==> config.mk <==
export PLATFORM = sky130hd
export DESIGN_NAME = text_console
export DESIGN_NICKNAME = d
export VERILOG_FILES = /design/src/rtl/console_pkg.sv /design/src/rtl/vram_fill_engine.sv /design/src/rtl/text_console.sv
export SDC_FILE = /design/constraint.sdc
export NUM_CORES = 1
export LEC_CHECK = 0
export ABC_AREA = 1
export CAP_MARGIN = 20
export CORE_MARGIN = 4
export CORE_UTILIZATION = 47
export CTS_BUF_LIST = sky130_fd_sc_hd__clkbuf_16
export CTS_CLUSTER_SIZE = 12
export DETAILED_ROUTE_END_ITERATION = 6
export PLACE_DENSITY = 0.65
export SETUP_SLACK_MARGIN = 0.1
export SYNTH_ARGS = -nofsm -noshare
export SYNTH_HDL_FRONTEND = slang
export SYNTH_SLANG_ARGS = --single-unit
==> constraint.sdc <==
create_clock -name Clk -period 4.9 [get_ports Clk]
set_clock_uncertainty 0.1 [all_clocks]
set_input_delay 0.98 -clock Clk [delete_from_list [all_inputs] [get_ports Clk]]
set_output_delay 0.98 -clock Clk [all_outputs]
set_load 0.05 [all_outputs]
==> src/rtl/console_pkg.sv <==
// Shared definitions for the text console: grid defaults, control codes,
// the sequencing FSM state type and the cell address helper.
package console_pkg;

    localparam int         COLS_DEF  = 60;
    localparam int         ROWS_DEF  = 17;
    localparam logic [7:0] BLANK_DEF = 8'h20;

    localparam logic [7:0] CH_LF = 8'h0A;
    localparam logic [7:0] CH_CR = 8'h0D;
    localparam logic [7:0] CH_BS = 8'h08;
    localparam logic [7:0] CH_FF = 8'h0C;

    typedef enum logic [2:0] {
        IDLE,
        PUT,
        SCR_RD,
        SCR_WR,
        SCR_BLANK,
        CLR_ALL
    } console_state_t;

    // Linear VRAM address of a character cell, 10 bits, no wrap.
    function automatic logic [9:0] cell_addr(input logic [5:0] col,
                                             input logic [4:0] row,
                                             input logic [9:0] cols);
        return {4'd0, col} + ({5'd0, row} * cols);
    endfunction

endpackage

==> src/rtl/vram_fill_engine.sv <==
// Sequential fill engine: on go, writes fill_data to count consecutive VRAM
// addresses starting at start_addr, one per cycle. done is high during the
// final write cycle so the caller can leave its state on the same edge.
module vram_fill_engine
    import console_pkg::*;
#(
    parameter logic [7:0] BLANK = BLANK_DEF
) (
    input  logic        Clk,
    input  logic        RST,
    input  logic        go,
    input  logic [9:0]  start_addr,
    input  logic [10:0] count,
    input  logic [7:0]  fill_data,
    output logic        we,
    output logic [9:0]  addr,
    output logic [7:0]  data,
    output logic        done
);

    logic        active_reg;
    logic [9:0]  addr_reg;
    logic [10:0] remain_reg;
    logic [7:0]  data_reg;

    // Load a new run on go, otherwise step through the run one cell per cycle.
    always_ff @(posedge Clk or posedge RST) begin
        if (RST) begin
            active_reg <= 1'b0;
            addr_reg   <= 10'd0;
            remain_reg <= 11'd0;
            data_reg   <= BLANK;
        end else if (go && !active_reg) begin
            active_reg <= (count != 11'd0);
            addr_reg   <= start_addr;
            remain_reg <= count;
            data_reg   <= fill_data;
        end else if (active_reg) begin
            addr_reg   <= addr_reg + 10'd1;
            remain_reg <= remain_reg - 11'd1;
            if (remain_reg == 11'd1) begin
                active_reg <= 1'b0;
            end
        end
    end

    assign we   = active_reg;
    assign addr = addr_reg;
    assign data = data_reg;
    assign done = active_reg && (remain_reg == 11'd1);

endmodule

==> src/rtl/text_console.sv <==
// Text console write-port sequencer: turns a CPU byte stream into character
// VRAM writes at a managed cursor, with control codes, clear and scroll.
// Build option: define TEXT_CONSOLE_AUTOWRAP_EN to wrap (and scroll) after a
// character is written in the last column; otherwise the column saturates.
module text_console
    import console_pkg::*;
#(
    parameter int         COLS  = COLS_DEF,
    parameter int         ROWS  = ROWS_DEF,
    parameter logic [7:0] BLANK = BLANK_DEF
) (
    input  logic       Clk,
    input  logic       RST,
    input  logic       char_valid,
    input  logic [7:0] char_data,
    output logic       char_ready,
    input  logic       clear_req,
    output logic       v_cea,
    output logic [9:0] v_ada,
    output logic [7:0] v_dina,
    input  logic [7:0] v_douta,
    output logic [5:0] cursor_col,
    output logic [4:0] cursor_row,
    output logic       busy
);

    localparam logic [9:0]  COLS_A        = 10'(COLS);
    localparam logic [9:0]  LAST_ADDR     = 10'(COLS * ROWS - 1);
    localparam logic [9:0]  LAST_ROW_ADDR = 10'((ROWS - 1) * COLS);
    localparam logic [10:0] CELLS         = 11'(COLS * ROWS);
    localparam logic [10:0] ROW_CELLS     = 11'(COLS);
    localparam logic [5:0]  LAST_COL      = 6'(COLS - 1);
    localparam logic [4:0]  LAST_ROW      = 5'(ROWS - 1);

    console_state_t state_reg;
    logic [5:0] col_reg;
    logic [4:0] row_reg;
    logic [7:0] char_reg;
    logic       bs_reg;
    logic [9:0] src_reg;
    logic       pending_clear_reg;
    logic       boot_reg;

    logic       take;
    logic       clear_now;
    logic       scroll_last;
    logic [5:0] put_col;
    logic [9:0] put_addr;

    logic        fill_go;
    logic [9:0]  fill_start;
    logic [10:0] fill_count;
    logic        fill_we;
    logic [9:0]  fill_addr;
    logic [7:0]  fill_wdata;
    logic        fill_done;

    assign char_ready = (state_reg == IDLE) && !clear_req;
    assign busy       = (state_reg != IDLE);
    assign take       = char_valid && char_ready;
    // A pending clear also wins over a char offered in the same IDLE cycle;
    // that char is swallowed because the screen is about to be wiped.
    assign clear_now  = (state_reg == IDLE) &&
                        (clear_req || pending_clear_reg || (take && char_data == CH_FF));
    assign scroll_last = (state_reg == SCR_WR) && (src_reg == LAST_ADDR);

    // Backspace writes one cell to the left of the cursor.
    assign put_col  = bs_reg ? (col_reg - 6'd1) : col_reg;
    assign put_addr = cell_addr(put_col, row_reg, COLS_A);

    // The fill engine is started on the edge that enters CLR_ALL/SCR_BLANK
    // so its writes line up with the state; after reset CLR_ALL kicks it once.
    assign fill_go    = clear_now || (state_reg == CLR_ALL && boot_reg) || scroll_last;
    assign fill_start = scroll_last ? LAST_ROW_ADDR : 10'd0;
    assign fill_count = scroll_last ? ROW_CELLS : CELLS;

    vram_fill_engine #(
        .BLANK (BLANK)
    ) u_fill (
        .Clk        (Clk),
        .RST        (RST),
        .go         (fill_go),
        .start_addr (fill_start),
        .count      (fill_count),
        .fill_data  (BLANK),
        .we         (fill_we),
        .addr       (fill_addr),
        .data       (fill_wdata),
        .done       (fill_done)
    );

    // Port A drive: fill engine when active, else the PUT/scroll-copy access.
    always_comb begin
        v_cea  = 1'b0;
        v_ada  = 10'd0;
        v_dina = BLANK;
        if (fill_we) begin
            v_cea  = 1'b1;
            v_ada  = fill_addr;
            v_dina = fill_wdata;
        end else begin
            case (state_reg)
                PUT: begin
                    v_cea  = 1'b1;
                    v_ada  = put_addr;
                    v_dina = char_reg;
                end
                SCR_RD: begin
                    v_ada = src_reg;
                end
                SCR_WR: begin
                    v_cea  = 1'b1;
                    v_ada  = src_reg - COLS_A;
                    v_dina = v_douta;
                end
                default: begin
                end
            endcase
        end
    end

    // Sequencing FSM: cursor, pending clear, scroll source counter.
    always_ff @(posedge Clk or posedge RST) begin
        if (RST) begin
            state_reg         <= CLR_ALL;
            col_reg           <= 6'd0;
            row_reg           <= 5'd0;
            char_reg          <= BLANK;
            bs_reg            <= 1'b0;
            src_reg           <= 10'd0;
            pending_clear_reg <= 1'b0;
            boot_reg          <= 1'b1;
        end else begin
            if (clear_req && state_reg != IDLE) begin
                pending_clear_reg <= 1'b1;
            end
            case (state_reg)
                IDLE: begin
                    if (clear_now) begin
                        pending_clear_reg <= 1'b0;
                        state_reg         <= CLR_ALL;
                    end else if (take) begin
                        case (char_data)
                            CH_LF: begin
                                col_reg <= 6'd0;
                                if (row_reg < LAST_ROW) begin
                                    row_reg <= row_reg + 5'd1;
                                end else begin
                                    src_reg   <= COLS_A;
                                    state_reg <= SCR_RD;
                                end
                            end
                            CH_CR: begin
                                col_reg <= 6'd0;
                            end
                            CH_BS: begin
                                if (col_reg != 6'd0) begin
                                    bs_reg    <= 1'b1;
                                    char_reg  <= BLANK;
                                    state_reg <= PUT;
                                end
                            end
                            default: begin
                                bs_reg    <= 1'b0;
                                char_reg  <= char_data;
                                state_reg <= PUT;
                            end
                        endcase
                    end
                end
                PUT: begin
                    state_reg <= IDLE;
                    if (bs_reg) begin
                        col_reg <= col_reg - 6'd1;
                    end else if (col_reg != LAST_COL) begin
                        col_reg <= col_reg + 6'd1;
                    end else begin
`ifdef TEXT_CONSOLE_AUTOWRAP_EN
                        col_reg <= 6'd0;
                        if (row_reg < LAST_ROW) begin
                            row_reg <= row_reg + 5'd1;
                        end else begin
                            src_reg   <= COLS_A;
                            state_reg <= SCR_RD;
                        end
`else
                        col_reg <= LAST_COL;
`endif
                    end
                end
                SCR_RD: begin
                    state_reg <= SCR_WR;
                end
                SCR_WR: begin
                    if (scroll_last) begin
                        state_reg <= SCR_BLANK;
                    end else begin
                        src_reg   <= src_reg + 10'd1;
                        state_reg <= SCR_RD;
                    end
                end
                SCR_BLANK: begin
                    if (fill_done) begin
                        state_reg <= IDLE;
                    end
                end
                CLR_ALL: begin
                    boot_reg <= 1'b0;
                    if (fill_done) begin
                        col_reg   <= 6'd0;
                        row_reg   <= 5'd0;
                        state_reg <= IDLE;
                    end
                end
                default: begin
                    state_reg <= IDLE;
                end
            endcase
        end
    end

    assign cursor_col = col_reg;
    assign cursor_row = row_reg;

endmodule

=== Yosys cells after proc, flatten, opt, wreduce, memory -nomap -nowiden ===
Index checks and enable logic that the tools add are counted.

* Logic and storage cells: 130
* Output and inout bits: 32
* Bits of input ports: 20
* Register bits after elaboration: 57

* Reduce and logical (&&, ||, !) cells: 31
* Order comparisons: 1
* Multipliers: 1
* Multiplexer cells: 50
* Eq/ne operators: 26
* Bitwise gates (word level): 2
* $add $sub $neg: 8

{| class="wikitable"
|+ Operators by type and width
! operator !! count
|-
| 10-bit 2-to-1 mux || 10
|-
| 6-bit 2-to-1 mux || 7
|-
| 8-bit by 4-bit == test with 1-bit output (second input constant) || 4
|-
| 8-bit one-hot mux with 2 select lines || 2
|-
| 10-bit one-hot mux with 3 select lines || 1
|-
| 5-bit 2-to-1 mux || 5
|-
| 11-bit 2-to-1 mux || 2
|-
| 10-bit by 1-bit adder with 10-bit output (second input constant) || 2
|-
| 10-bit one-hot mux with 2 select lines || 1
|-
| 3-bit 2-to-1 mux || 6
|-
| 6-bit one-hot mux with 3 select lines || 1
|-
| 8-bit 2-to-1 mux || 2
|-
| 5-bit AND reduction || 3
|-
| 2-bit inequality test (second input constant) || 7
|-
| 3-bit one-hot mux with 4 select lines || 1
|-
| 6-bit AND reduction || 2
|-
| 11-bit by 1-bit == test with 1-bit output (second input constant) || 1
|-
| 11-bit nonzero test || 1
|-
| 11-bit by 1-bit subtractor with 11-bit output (second input constant) || 1
|-
| 6-bit by 10-bit adder with 10-bit output || 1
|-
| 10-bit == test (second input constant) || 1
|-
| 5-bit one-hot mux with 2 select lines || 1
|-
| 10-bit by 6-bit subtractor with 10-bit output (second input constant) || 1
|-
| 1-bit logical AND || 9
|-
| 23 further kinds || 47
|}

=== Logic depth before layout (Yosys ltp) ===
* Depth after elaboration: 10
* Depth in mapped cells: 18
* Mapped depth without buffers: 18

=== Cells and area by module ===
A second synthesis with hierarchy kept.

* Cells, all modules: 776
* Area, all modules: 5245.0 µm²

{| class="wikitable"
|+ Modules (own cells, without submodules)
! module !! area each (µm²) !! instances !! cells each !! sequential area each (µm²)
|-
| text_console || 3514.6 || 1 || 535 || 880.8
|-
| vram_fill_engine || 1730.4 || 1 || 241 || 752.0
|}

=== Worst setup path after synthesis ===
No wires, ideal clock.

* Kind: reg2out
* From: register row_reg[2], in the netlist cursor_row[2]
* To: output v_ada[7]
* Cell stages (with the launch flop): 15
* Arrival time: 3693 ps
* Required time: 3820 ps
* Path buffers: 0
* Setup slack: 127 ps
* Cell sequence: dfrtp_1 -> fa_1 -> inv_1 -> fa_1 -> inv_1 -> fa_1 -> ha_1 -> nand3_1 -> nor2_1 -> nand2_1 -> nand3_1 -> nand2_1 -> o21ai_0 -> nand2_1 -> o21ai_0

* Word-level cells in the longest chain between the ends: 4

{| class="wikitable"
|+ RTL lines
! item !! line !! RTL
|-
| from (decl) || text_console.sv:37 || <nowiki>logic [4:0] row_reg;</nowiki>
|-
| from (signal assigned) || text_console.sv:147 || <nowiki>row_reg <= row_reg + 5'd1;</nowiki>
|-
| 5-bit by 4-bit multiplier with 8-bit output || console_pkg.sv:27 || <nowiki>return {4'd0, col} + ({5'd0, row} * cols);</nowiki>
|-
| 6-bit by 10-bit adder with 10-bit output || console_pkg.sv:27 ||
|-
| 10-bit one-hot mux with 3 select lines || text_console.sv:102 || <nowiki>case (state_reg)</nowiki>
|-
| 10-bit 2-to-1 mux || text_console.sv:97 || <nowiki>if (fill_we) begin</nowiki>
|-
| to (decl) || text_console.sv:19 || <nowiki>output logic [9:0] v_ada,</nowiki>
|}

Every way passes these cells.

=== Worst setup path in the final report ===
* From: register row_reg[0], in the netlist cursor_row[0]
* To: output v_ada[8]

The elaborated chain is that of the path after synthesis.

==> results.md <==
- M1 GR Usage: 30.0%
- RR Endpoint: u_fill.addr[6]
- Clock root cell: clkbuf_16
- Final hold slack: 0.353 ns
- #FFs+latches synth: 57
- R2R Setup Slk: 2.80 ns
- CP required: 3.82 ns
- Chip height: between 100 and 150 µm
- RSZ-0062 raised after global routing: yes
- Total grt overflow: 0
- ANT cells: 0
- First-pass GRT wire length: 20500 µm
- Most used DFF post-synth: dfrtp_1
- Post-synth net total: 711
- Initial drt markers: 344
- Met2 usage: 35.9%
- Cell mode on critical path: nand2_2
- CP max FO: 5
- Width of the die: 106 µm
- WL final: ~12000 µm
- Library cells used by synthesis: 50
- Syn Area/Cell: 6.92 µm²
- Vias in the first global route: around 4400
- Hold Path Cell Cnt: 2
- Fin crit share: between 90% and 100%
- Post-DRT Antenna Nets: 0
- Commonest non-fill, non-tap cell in the layout: nand2_1
- Total core area: 9330 µm²
- DR pass1 iterations: 5
- Worst setup SP type: flip-flop
- CTS Buf Count: 9
- DPL Wire Length: 9030 µm
- Yosys warns: 0
- H-Tree Depth: 3
- Total power: 1.08 mW
- Slowest Stage Delay on Critical Path: 0.57 ns
- Final cell count without fillers: roughly 850
- Measured slew at the worst slew-check pin: 0.807 ns
- Vias/cell: between 5 and 6
- Drc violations: 0
- GRT Total Usage: 22.0%
- GRT Max-Usage Layer: met2
- Worst path cell trace: fa_1 > inv_1 > fa_1 > inv_2 > fa_1 > ha_4 > nand2_2 > nor2_1 > nor2_1 > nor2_1 > inv_1 > o21ai_2 > nand3_2 > nand2_2 > nand2_2 > nand2_2 > buf_12
- Multi-input gate area: 2760 µm²
- Setup Crit Path Kind: flip-flop to primary output
- Register area share after synthesis: 31.4%
- Via Count: between 4000 and 5000
- Port Buf Inserts: 51
- Post-CTS Hold Buffers: 0
- Met3 global-route usage: 3.28%
- Worst vdd ir: roughly 160 µV
- I/O pin count: 52
- Placed cells: 832
- CTS tree: done
- Hold EP: boot_reg
- Clk slew on worst S/H paths: ~0.05 ns
- Leakage: around 2.7 nW
- WL/cell: approximately 14 µm
- Clk sinks: 57
- Fillers: roughly 870
- Placed cell area: 5270 µm²
- Utilization after layout: 60.5%
- Number of synthesized flops with an enable pin: 0
- Outcome: completed
- Clock Path Buffers: 2
- Max Cap Viol: 0
- Cells after Synth: ~660
- Worst path arrival time: between 3 and 4 ns
- Hold path start: boot_reg
- Register Area: 1430 µm²
- Final instance area: 5650 µm²
- Fmax: 209 MHz
- Area Growth Syn to Fin: 23.9%
- PwrDens: 192 nW/µm²
- Worst hold path class: flip-flop to flip-flop
- Die area: 11300 µm²
- Asr flop ratio synth: 100%
- Max reg flops: 11
- FP Rows: 35
- Largest net degree at the start of global routing: 38
- Worst r2r path cells: 10
- Post-Syn Area: roughly 4600 µm²
- FF-to-FF Start: src_reg[0]
- CP max stage cell: fa_1
- CP endpoint kind: primary output
- Worst skew pair latency: 0.33 ns
- GPL Wtd Cong: ~0.89
- Final setup violating endpoints: 0
- Starting Density: between 40% and 50%
- Fraction of layout cells with a size suffix above 1: 13.3%
- Rel. slew slack: a little under half
- Most frequent cells in the layout: 157 x nand2_1, 86 x inv_1, 72 x nor2_1, 52 x dfrtp_1, 49 x nand3_1
- Initial antenna violation count: 0
- Tmin final: 4.78 ns
- Fin nets: 770
- Final Slew Violations: 0
- Hold Violations, Final: 0
worst max-delay path: cells and delay by family (launching register included):
| kind | cells | cell delay [ns] |
|---|---|---|
| adders and majority gates | 4 | 1.86 |
| and+or+nand+nor | 8 | 0.63 |
| DFF | 1 | 0.40 |
| buffers and inverters | 4 | 0.34 |
| AOI/OAI and AO/OA | 1 | 0.15 |
metrics by stage:
step	setup TNS [ns]	worst slack, ns
2_1_floorplan	0	0.127
3_3_place_gp	0	0.411
3_5_place_dp	0	0.344
4_1_cts	0	0.123
5_1_grt	-0.0968	-0.0592
6_report	0	0.122
timing repair:
action                                  CTS  global route
pin swaps                                 0             2
buffers inserted                          1             2
endpoints found under the setup margin    5             4
gates resized for setup                   4            26
synthesized netlist by cell type (2+ instances only):
library cell  count  area share [%]
a21oi_1          26             2.9
o22ai_1           4            0.55
a221oi_1          2            0.38
nor2_2            4            0.55
nand2_1         163              13
nor3_1            9            0.99
xor2_1            8             1.5
a22oi_1           7             1.2
o211ai_1          4            0.66
inv_2             9            0.74
inv_1            90             7.4
o31ai_1           2            0.33
nand4_1           9             1.2
o21ai_0          33             3.6
fa_1              8             3.5
o21ai_2           9             1.7
dfrtp_1          53              29
a31oi_1           4            0.55
nor3_2            2            0.44
buf_6             2            0.49
dfstp_2           4             2.3
nand3_1          52             5.7
or2_2             3            0.41
clkbuf_1          9            0.74
buf_2             3            0.33
o21ai_1          12             1.3
ha_1             25             6.9
nand2_2           5            0.69
nor2_1           76             6.3
cell type report:
class / count / share of cell area, %
inverter: 100 / 6.65
clock inverter: 7 / 0.798
multi-input combinational: 487 / 49.0
tap: 129 / 2.86
clock buffer: 9 / 3.99
sequential: 57 / 25.4
timing repair buffer: 62 / 11.4
layer usage:
layer  part of all wire, %  vias up
met5                     0        -
met4                   2.4        0
met3                   5.7       22
met2                    46      153
met1                    46     2070
li1                      -     2254
cell families (layout without fill, tap and decap cells):
family                   after synthesis  in the layout  synth area share (%)
AND/OR/NAND/NOR                      333            333                  31.7
adder cells (fa/ha/maj)               33             33                  10.4
AO/OA/AOI/OAI                        112            112                  15.0
buffers and inverters                114            178                  9.80
flip-flops                            57             57                  31.4
XOR/XNOR                               9              9                  1.73
how the worst max path moves through the flow:
stage | cells past startpoint | slack (ns) | start | end
2_1_floorplan | 14 | 0.13 | cursor_row[2] | v_ada[7]
3_3_place_gp | 15 | 0.41 | cursor_row[1] | v_ada[7]
3_5_place_dp | 15 | 0.34 | cursor_row[1] | v_ada[7]
4_1_cts | 17 | 0.12 | cursor_row[0] | v_ada[8]
5_1_grt | 17 | -0.06 | cursor_row[0] | v_ada[8]
6_report | 17 | 0.12 | cursor_row[0] | v_ada[8]
power by group:
| group | total [mW] | switching, mW | internal [mW] |
|---|---|---|---|
| Combinational | 0.0356 | 0.0186 | 0.0170 |
| Clock | 0.573 | 0.234 | 0.340 |
| Sequential | 0.476 | 0.00161 | 0.474 |
| Total | 1.08 | 0.254 | 0.831 |
No activity file was read; power rests on OpenSTA's default activity.
